[src/rtl/sc_pkg.sv]
// sc_pkg: shared constants for the single-cycle CPU run-control block.
package sc_pkg;

    localparam int WORD_W = 32;

    typedef enum logic [1:0] {
        HOLD = 2'd0,
        HALT = 2'd1,
        RUN  = 2'd2,
        STEP = 2'd3
    } state_t;

endpackage

[src/rtl/sc_run_ctrl_if.sv]
// sc_run_ctrl_if: board/CPU-facing signal bundle of the run-control sequencer.
// master = board/CPU side, slave = sc_run_ctrl.
interface sc_run_ctrl_if;
    import sc_pkg::*;

    logic              run_req;
    logic              step_req;
    logic              halt_req;
    logic [WORD_W-1:0] pc;
    logic [WORD_W-1:0] bp_addr;
    logic              bp_valid;
    logic              cpu_resetn;
    logic              cpu_en;
    logic              halted;
    logic              bp_hit_flag;
    logic [1:0]        state;
    logic [WORD_W-1:0] inst_count;

    modport master (
        output run_req, step_req, halt_req, pc, bp_addr, bp_valid,
        input  cpu_resetn, cpu_en, halted, bp_hit_flag, state, inst_count
    );

    modport slave (
        input  run_req, step_req, halt_req, pc, bp_addr, bp_valid,
        output cpu_resetn, cpu_en, halted, bp_hit_flag, state, inst_count
    );
endinterface

[src/rtl/sc_edge_det.sv]
// sc_edge_det: rising-edge detector for a level request input.
module sc_edge_det (
    input  logic clock,
    input  logic resetn,
    input  logic din,
    output logic rise
);
    logic prev;

    // Previous-value register for the request level.
    always_ff @(posedge clock or negedge resetn) begin
        if (!resetn) prev <= 1'b0;
        else         prev <= din;
    end

    assign rise = din & ~prev;
endmodule

[src/rtl/sc_run_ctrl.sv]
// sc_run_ctrl: run/halt/step/breakpoint sequencer for sc_computer.
// Optional feature macro: SC_RUN_CTRL_BP_EN enables the PC breakpoint
// comparator, the resume skip and the sticky bp_hit_flag.
module sc_run_ctrl
    import sc_pkg::*;
#(
    parameter int RST_CYCLES = 4
) (
    input  logic           clock,
    input  logic           resetn,
    sc_run_ctrl_if.slave   bus
);
    localparam logic [7:0] HOLD_LAST = 8'(RST_CYCLES - 1);

    state_t            st;
    logic [7:0]        hold_cnt;
    logic              skip;
    logic              bp_hit;
    logic              cpu_rel;
    logic              halted_q;
    logic [WORD_W-1:0] icount;

    // Request edges: bit 0 run, bit 1 step, bit 2 halt.
    logic [2:0] req_lvl;
    logic [2:0] req_rise;
    assign req_lvl = {bus.halt_req, bus.step_req, bus.run_req};

    for (genvar i = 0; i < 3; i++) begin : g_edge
        sc_edge_det u_det (
            .clock  (clock),
            .resetn (resetn),
            .din    (req_lvl[i]),
            .rise   (req_rise[i])
        );
    end

    logic run_e, step_e, halt_e;
    assign run_e  = req_rise[0];
    assign step_e = req_rise[1];
    assign halt_e = req_rise[2];

    // Word-address compare; the low two address bits never matter.
    logic bp_match;
`ifdef SC_RUN_CTRL_BP_EN
    assign bp_match = bus.bp_valid & (((bus.pc ^ bus.bp_addr) & ~32'h3) == '0);
`else
    assign bp_match = 1'b0;
`endif

    // Stop before the breakpoint instruction executes, unless just resumed.
    logic bp_stop;
    logic cpu_en_c;
    assign bp_stop  = (st == RUN) & bp_match & ~skip;
    assign cpu_en_c = (st == STEP) | ((st == RUN) & ~bp_stop);

    // Sequencer FSM with hold counter, skip flag and retired-instruction count.
    always_ff @(posedge clock or negedge resetn) begin
        if (!resetn) begin
            st       <= HOLD;
            hold_cnt <= '0;
            skip     <= 1'b0;
            bp_hit   <= 1'b0;
            cpu_rel  <= 1'b0;
            halted_q <= 1'b0;
            icount   <= '0;
        end else begin
            if (cpu_en_c) icount <= icount + 32'd1;
            case (st)
                HOLD: begin
                    icount <= '0;
                    if (hold_cnt == HOLD_LAST) begin
                        st       <= HALT;
                        hold_cnt <= '0;
                        cpu_rel  <= 1'b1;
                        halted_q <= 1'b1;
                    end else begin
                        hold_cnt <= hold_cnt + 8'd1;
                    end
                end
                HALT: begin
                    if (halt_e) begin
                        st <= HALT;
                    end else if (step_e) begin
                        st       <= STEP;
                        halted_q <= 1'b0;
                        bp_hit   <= 1'b0;
                    end else if (run_e) begin
                        st       <= RUN;
                        halted_q <= 1'b0;
                        bp_hit   <= 1'b0;
                        skip     <= 1'b1;
                    end
                end
                RUN: begin
                    skip <= 1'b0;
                    if (halt_e || bp_stop) begin
                        st       <= HALT;
                        halted_q <= 1'b1;
                    end
                    if (bp_stop) bp_hit <= 1'b1;
                end
                default: begin
                    st       <= HALT;
                    halted_q <= 1'b1;
                end
            endcase
        end
    end

    assign bus.cpu_en      = cpu_en_c;
    assign bus.cpu_resetn  = cpu_rel;
    assign bus.halted      = halted_q;
    assign bus.bp_hit_flag = bp_hit;
    assign bus.state       = st;
    assign bus.inst_count  = icount;
endmodule
[src/flat_wrapper.sv]
// flat-port wrapper written by rule: the top's interface ports become plain ports
module sc_run_ctrl_flat import sc_pkg::*;
#(
    parameter int RST_CYCLES = 4
)
  (clock, resetn, bus_run_req, bus_step_req, bus_halt_req, bus_pc, bus_bp_addr, bus_bp_valid, bus_cpu_resetn, bus_cpu_en, bus_halted, bus_bp_hit_flag, bus_state, bus_inst_count);
  sc_run_ctrl_if bus_i ();
  input  logic clock;
  input  logic resetn;
  input wire logic [$bits(bus_i.run_req)-1:0] bus_run_req;
  input wire logic [$bits(bus_i.step_req)-1:0] bus_step_req;
  input wire logic [$bits(bus_i.halt_req)-1:0] bus_halt_req;
  input wire logic [$bits(bus_i.pc)-1:0] bus_pc;
  input wire logic [$bits(bus_i.bp_addr)-1:0] bus_bp_addr;
  input wire logic [$bits(bus_i.bp_valid)-1:0] bus_bp_valid;
  output wire logic [$bits(bus_i.cpu_resetn)-1:0] bus_cpu_resetn;
  output wire logic [$bits(bus_i.cpu_en)-1:0] bus_cpu_en;
  output wire logic [$bits(bus_i.halted)-1:0] bus_halted;
  output wire logic [$bits(bus_i.bp_hit_flag)-1:0] bus_bp_hit_flag;
  output wire logic [$bits(bus_i.state)-1:0] bus_state;
  output wire logic [$bits(bus_i.inst_count)-1:0] bus_inst_count;
  assign bus_i.run_req = bus_run_req;
  assign bus_i.step_req = bus_step_req;
  assign bus_i.halt_req = bus_halt_req;
  assign bus_i.pc = bus_pc;
  assign bus_i.bp_addr = bus_bp_addr;
  assign bus_i.bp_valid = bus_bp_valid;
  assign bus_cpu_resetn = bus_i.cpu_resetn;
  assign bus_cpu_en = bus_i.cpu_en;
  assign bus_halted = bus_i.halted;
  assign bus_bp_hit_flag = bus_i.bp_hit_flag;
  assign bus_state = bus_i.state;
  assign bus_inst_count = bus_i.inst_count;
  sc_run_ctrl #(.RST_CYCLES(RST_CYCLES)) u_core (.clock(clock), .resetn(resetn), .bus(bus_i));
endmodule
[config.mk]
export PLATFORM = sky130hd
export DESIGN_NAME = sc_run_ctrl_flat
export DESIGN_NICKNAME = d
export VERILOG_FILES = /design/src/rtl/sc_pkg.sv /design/src/rtl/sc_run_ctrl_if.sv /design/src/rtl/sc_edge_det.sv /design/src/rtl/sc_run_ctrl.sv /design/src/flat_wrapper.sv
export SDC_FILE = /design/constraint.sdc
export NUM_CORES = 1
export LEC_CHECK = 0
export ABC_AREA = 0
export CAP_MARGIN = 30
export CELL_PAD_IN_SITES_DETAIL_PLACEMENT = 1
export CELL_PAD_IN_SITES_GLOBAL_PLACEMENT = 1
export CORE_ASPECT_RATIO = 0.7
export CORE_UTILIZATION = 30
export DETAILED_ROUTE_END_ITERATION = 12
export GPL_TIMING_DRIVEN = 0
export PLACE_DENSITY_LB_ADDON = 0.1
export SETUP_SLACK_MARGIN = 0.05
export SLEW_MARGIN = 40
export SYNTH_ARGS = -nofsm -noshare
export SYNTH_HDL_FRONTEND = slang
export SYNTH_HIERARCHICAL = 1
export SYNTH_SLANG_ARGS = --single-unit
[constraint.sdc]
create_clock -name clock -period 2 [get_ports clock]
set_input_delay 0.4 -clock clock [delete_from_list [all_inputs] [get_ports clock]]
set_output_delay 0.4 -clock clock [all_outputs]
set_load 0.05 [all_outputs]
==> key figures <==
Status
  • Status: complete, no violations

Final layout
  • Multi-input gate area: 0.00107 mm^2
  • Antenna cells: 0
  • Nets: 335
  • # fillers: 841
  • FF+latch area: 0.00120 mm^2
  • Layout cell share with drive strength beyond 1: 0.205
  • Area delta synth->final: 33.8%

Pwr
  • Tot Pwr: 2.65 mW
  • Leak: 1.40 nW
  • PD cells: 879 mW/mm^2
  • Worst vdd ir: 364 uV

Clocking
  • Total CTS buffers: 5
  • Root Buffer: clkbuf_8
  • Clock tree from TritonCTS: built
  • H-tree depth: 2
  • Number of buffers on the longest clock path: 2
  • Clock Pin Slew Worst Setup and Hold Paths: around 0.080 ns
  • Worst-skew pair later-pin latency: 0.30 ns
  • Sink Count: 47

Worst setup path
  • CP delay by family, top: buffers and inverters
  • Worst EP arrival: 1.52 ns
  • Reg2reg end: u_core/bus.inst_count[25]$_DFFE_PN0P_
  • CP Data Required Time: 1.60 ns
  • R2R cell count: 6
  • Max incr delay on CP: 0.82 ns
  • Crit-path max FO: 5
  • Crit path kind: flip-flop to output port
  • Startpoint types: flip-flop
  • R2R Path Start: u_core/bus.inst_count[2]$_DFFE_PN0P_
  • Buf+Inv Stages, Crit Path: 1
  • Critical-path cell list: clkdlybuf4s50_1
  • CP max stage cell: clkdlybuf4s50_1
  • Critical Path End Type: output port
  • Flop-to-flop setup slack: 0.11 ns

Drt
  • Routed Antenna Nets: 0
  • DR iter-0 viols: around 110
  • Routed len/inst: ~16 um
  • Drt drc: 0
  • Final WL: between 5000 and 6000 um
  • Detailed-router iteration count before antenna repair: 4
  • Vias/cell: around 5.2
  • Routed via count: 1883

STA
  • Peak Freq: 521 MHz
  • Fin worst setup slack: 0.0810 ns
  • RSZ-0062 raised after global routing: yes
  • Fin. Hold Viols: 0
  • Setup violations, final: 0
  • Rel. slew slack: 0.637
  • Pins Over Slew Limit: 0
  • Minimum clock period: around 1.9 ns
  • Clk_skew: 0.00803 ns
  • Crit share post-route: 0.959
  • Worst Max-Slew Pin Slew: 0.544 ns

Synth
  • Seq/Total Area, Yosys: 0.522
  • Share of the synthesized area in the top cell type: 0.522
  • YS warnings: 6
  • Synth cell types: 37
  • Area leader, netlist: dfrtp_1
  • Syn avg cell area: around 11 um^2
  • Synth top area cells: dfrtp_1 (52%), mux2i_1 (4.9%), nand2_1 (4.7%)
  • Synth Instances: 211
  • #FFs+latches synth: 47
  • Post-Syn Area: 0.00225 mm^2
  • Post-synth net total: 283

Place
  • Hpwl dp: approximately 4200 um
  • Pre-CTS setup slack: -0.117 ns
  • GP Congestion: 0.739
  • I/O Buffers: 41

Global routing
  • Overflow after GRT: 0
  • Vias in the first global route: 1869
  • Initial antenna violation count: 0
  • Largest net degree at the start of global routing: 27
  • Total GRT Usage: 0.163
  • First-pass GRT wire length: 9780 um

Min path
  • Worst hold path endpoint: u_core/hold_cnt[7]$_DFFE_PN0N_
  • Hold Path Stages: 1
  • HP Class: flip-flop to flip-flop
  • Hold path start: u_core/hold_cnt[7]$_DFFE_PN0N_

Floorplanning
  • Io pins: 108
  • Initial core utilization: 0.309
  • Area of the core: between 0.007 and 0.008 mm^2
  • DIE WIDTH: 106 um
  • Row Count: 26
  • Die ar.: between 0.007 and 0.008 mm^2
  • DIE HEIGHT: 74.5 um

Flow run
  • Max capacitance violation total: 0
## where the power goes
group	switching [mW]	total [mW]	internal, mW
registers	0.134	1.21	1.07
clock network	0.320	0.566	0.246
logic	0.588	0.877	0.289
## area by class of cell
| class | count | share of cell area |
|---|---|---|
| sequential | 47 | 0.398 |
| multi-input combinational | 146 | 0.356 |
| timing repair buffer | 45 | 0.147 |
| tap | 98 | 0.0407 |
| clock buffer | 7 | 0.0253 |
| buffer | 12 | 0.0228 |
| inverter | 6 | 0.00748 |
| clock inverter | 1 | 0.00166 |
## cell usage after synthesis
| cell type | number |
|---|---|
| nand3_1 | 13 |
| a22o_1 | 4 |
| nand4_2 | 1 |
| nand4_1 | 6 |
| nor3_1 | 1 |
| inv_1 | 6 |
| o41ai_1 | 10 |
| nor2b_1 | 2 |
| o211ai_1 | 5 |
| o31ai_1 | 5 |
| conb_1 | 1 |
| xnor2_1 | 6 |
| and3_1 | 2 |
| or3_1 | 3 |
| dfrtp_1 | 47 |
| clkbuf_1 | 7 |
| o21ai_0 | 4 |
| buf_2 | 4 |
| nor2_1 | 7 |
| mux2i_1 | 11 |
| and4_1 | 4 |
| nor2b_4 | 3 |
| nor4_1 | 4 |
| nand2b_1 | 2 |
| o21bai_1 | 1 |
| or4_4 | 1 |
| xor2_1 | 2 |
| ha_1 | 2 |
| o311ai_0 | 10 |
| mux2_2 | 1 |
| buf_4 | 1 |
| or2_0 | 1 |
| a21oi_1 | 3 |
| o21a_1 | 1 |
| nand2_1 | 28 |
| nand3b_1 | 1 |
| o32a_1 | 1 |
## cells by family (layout without fill, tap and decap cells)
group                      after synthesis  after routing  share of synthesized area
and+or+nand+nor                         79             79                      0.193
DFF                                     47             47                      0.522
AOI/OAI and AO/OA                       44             44                      0.153
buffers and inverters                   18             71                     0.0339
muxes                                   12             12                     0.0539
xor gates and xnor gates                 8              8                     0.0311
adders and majority gates                2              2                     0.0111
other                                    1              1                    0.00167
## how the worst max path moves through the flow
stage,from,endpoint,slack (ns),cells past startpoint
after floorplan,u_core/bus.inst_count[1]$_DFFE_PN0P_,u_core/bus.inst_count[24]$_DFFE_PN0P_,0.06,6
after global placement,resetn,u_core/bus.inst_count[18]$_DFFE_PN0P_,-1.22,1
after detailed placement,u_core/bus.state[1]$_DFFE_PN0P_,bus_cpu_en,-0.12,3
after CTS,u_core/bus.inst_count[23]$_DFFE_PN0P_,bus_inst_count[23],0.05,1
after global routing,u_core/bus.inst_count[2]$_DFFE_PN0P_,u_core/bus.inst_count[25]$_DFFE_PN0P_,0.04,6
final,u_core/bus.inst_count[12]$_DFFE_PN0P_,bus_inst_count[12],0.08,1
## repair_timing
action                                  CTS  global route
hold buffers                              1             0
resized for setup                        33            27
pin swaps                                 0             1
endpoints found under the setup margin   33            19
endpoints found under the hold margin    21             0
buffers inserted                          1             1
## flip-flops by register name, summed over array words and instances (netlist names)
name / count
u_core/hold_cnt: 8
u_core/bus.halted: 1
u_core/bus.cpu_resetn: 1
u_core/bus.state: 2
u_core/g_edge.u_det/prev: 3
u_core/bus.inst_count: 32
## layout by cell type, fill, tap and decap left out, types with 4 or more instances in the layout
cell type / Yosys / final
nand2_1: 28 / 28
dfrtp_1: 47 / 28
dlygate4sd2_1: 0 / 22
dfrtp_2: 0 / 19
nand3_1: 13 / 13
mux2i_1: 11 / 11
clkdlybuf4s50_1: 0 / 10
o311ai_1: 0 / 8
dlymetal6s2s_1: 0 / 7
nor2_1: 7 / 7
o41ai_2: 0 / 7
clkbuf_1: 7 / 6
xnor2_1: 6 / 6
nand4_1: 6 / 6
inv_1: 6 / 6
clkbuf_8: 0 / 5
buf_4: 1 / 5
o211ai_1: 5 / 5
o31ai_1: 5 / 5
a22o_1: 4 / 4
nor4_1: 4 / 4
o21ai_0: 4 / 4
and4_1: 4 / 4
## per-layer routing
metal,vias to the layer above,global-route usage,share of wire
li1,898,-,-
met1,946,0.238,0.53
met2,34,0.243,0.43
met3,5,0.0342,0.037
met4,0,0.0525,0.0074
met5,-,0,0
## stage by stage
step | utilization | setup TNS, ns | std cells | instance area, um^2 | hold WS (ns)
4_1_cts | 0.401 | 0 | 361 | 2920 | 0.488
3_3_place_gp | 0.387 | -51.83 | 350 | 2820 | 0.466
3_5_place_dp | 0.389 | -0.144 | 351 | 2840 | 0.320
6_report | 0.413 | 0 | 362 | 3010 | 0.486
2_1_floorplan | - | 0 | 211 | 2280 | 0.104
5_1_grt | 0.413 | 0 | 362 | 3010 | 0.507
Note: power is estimated with default switching activity, not from simulation.
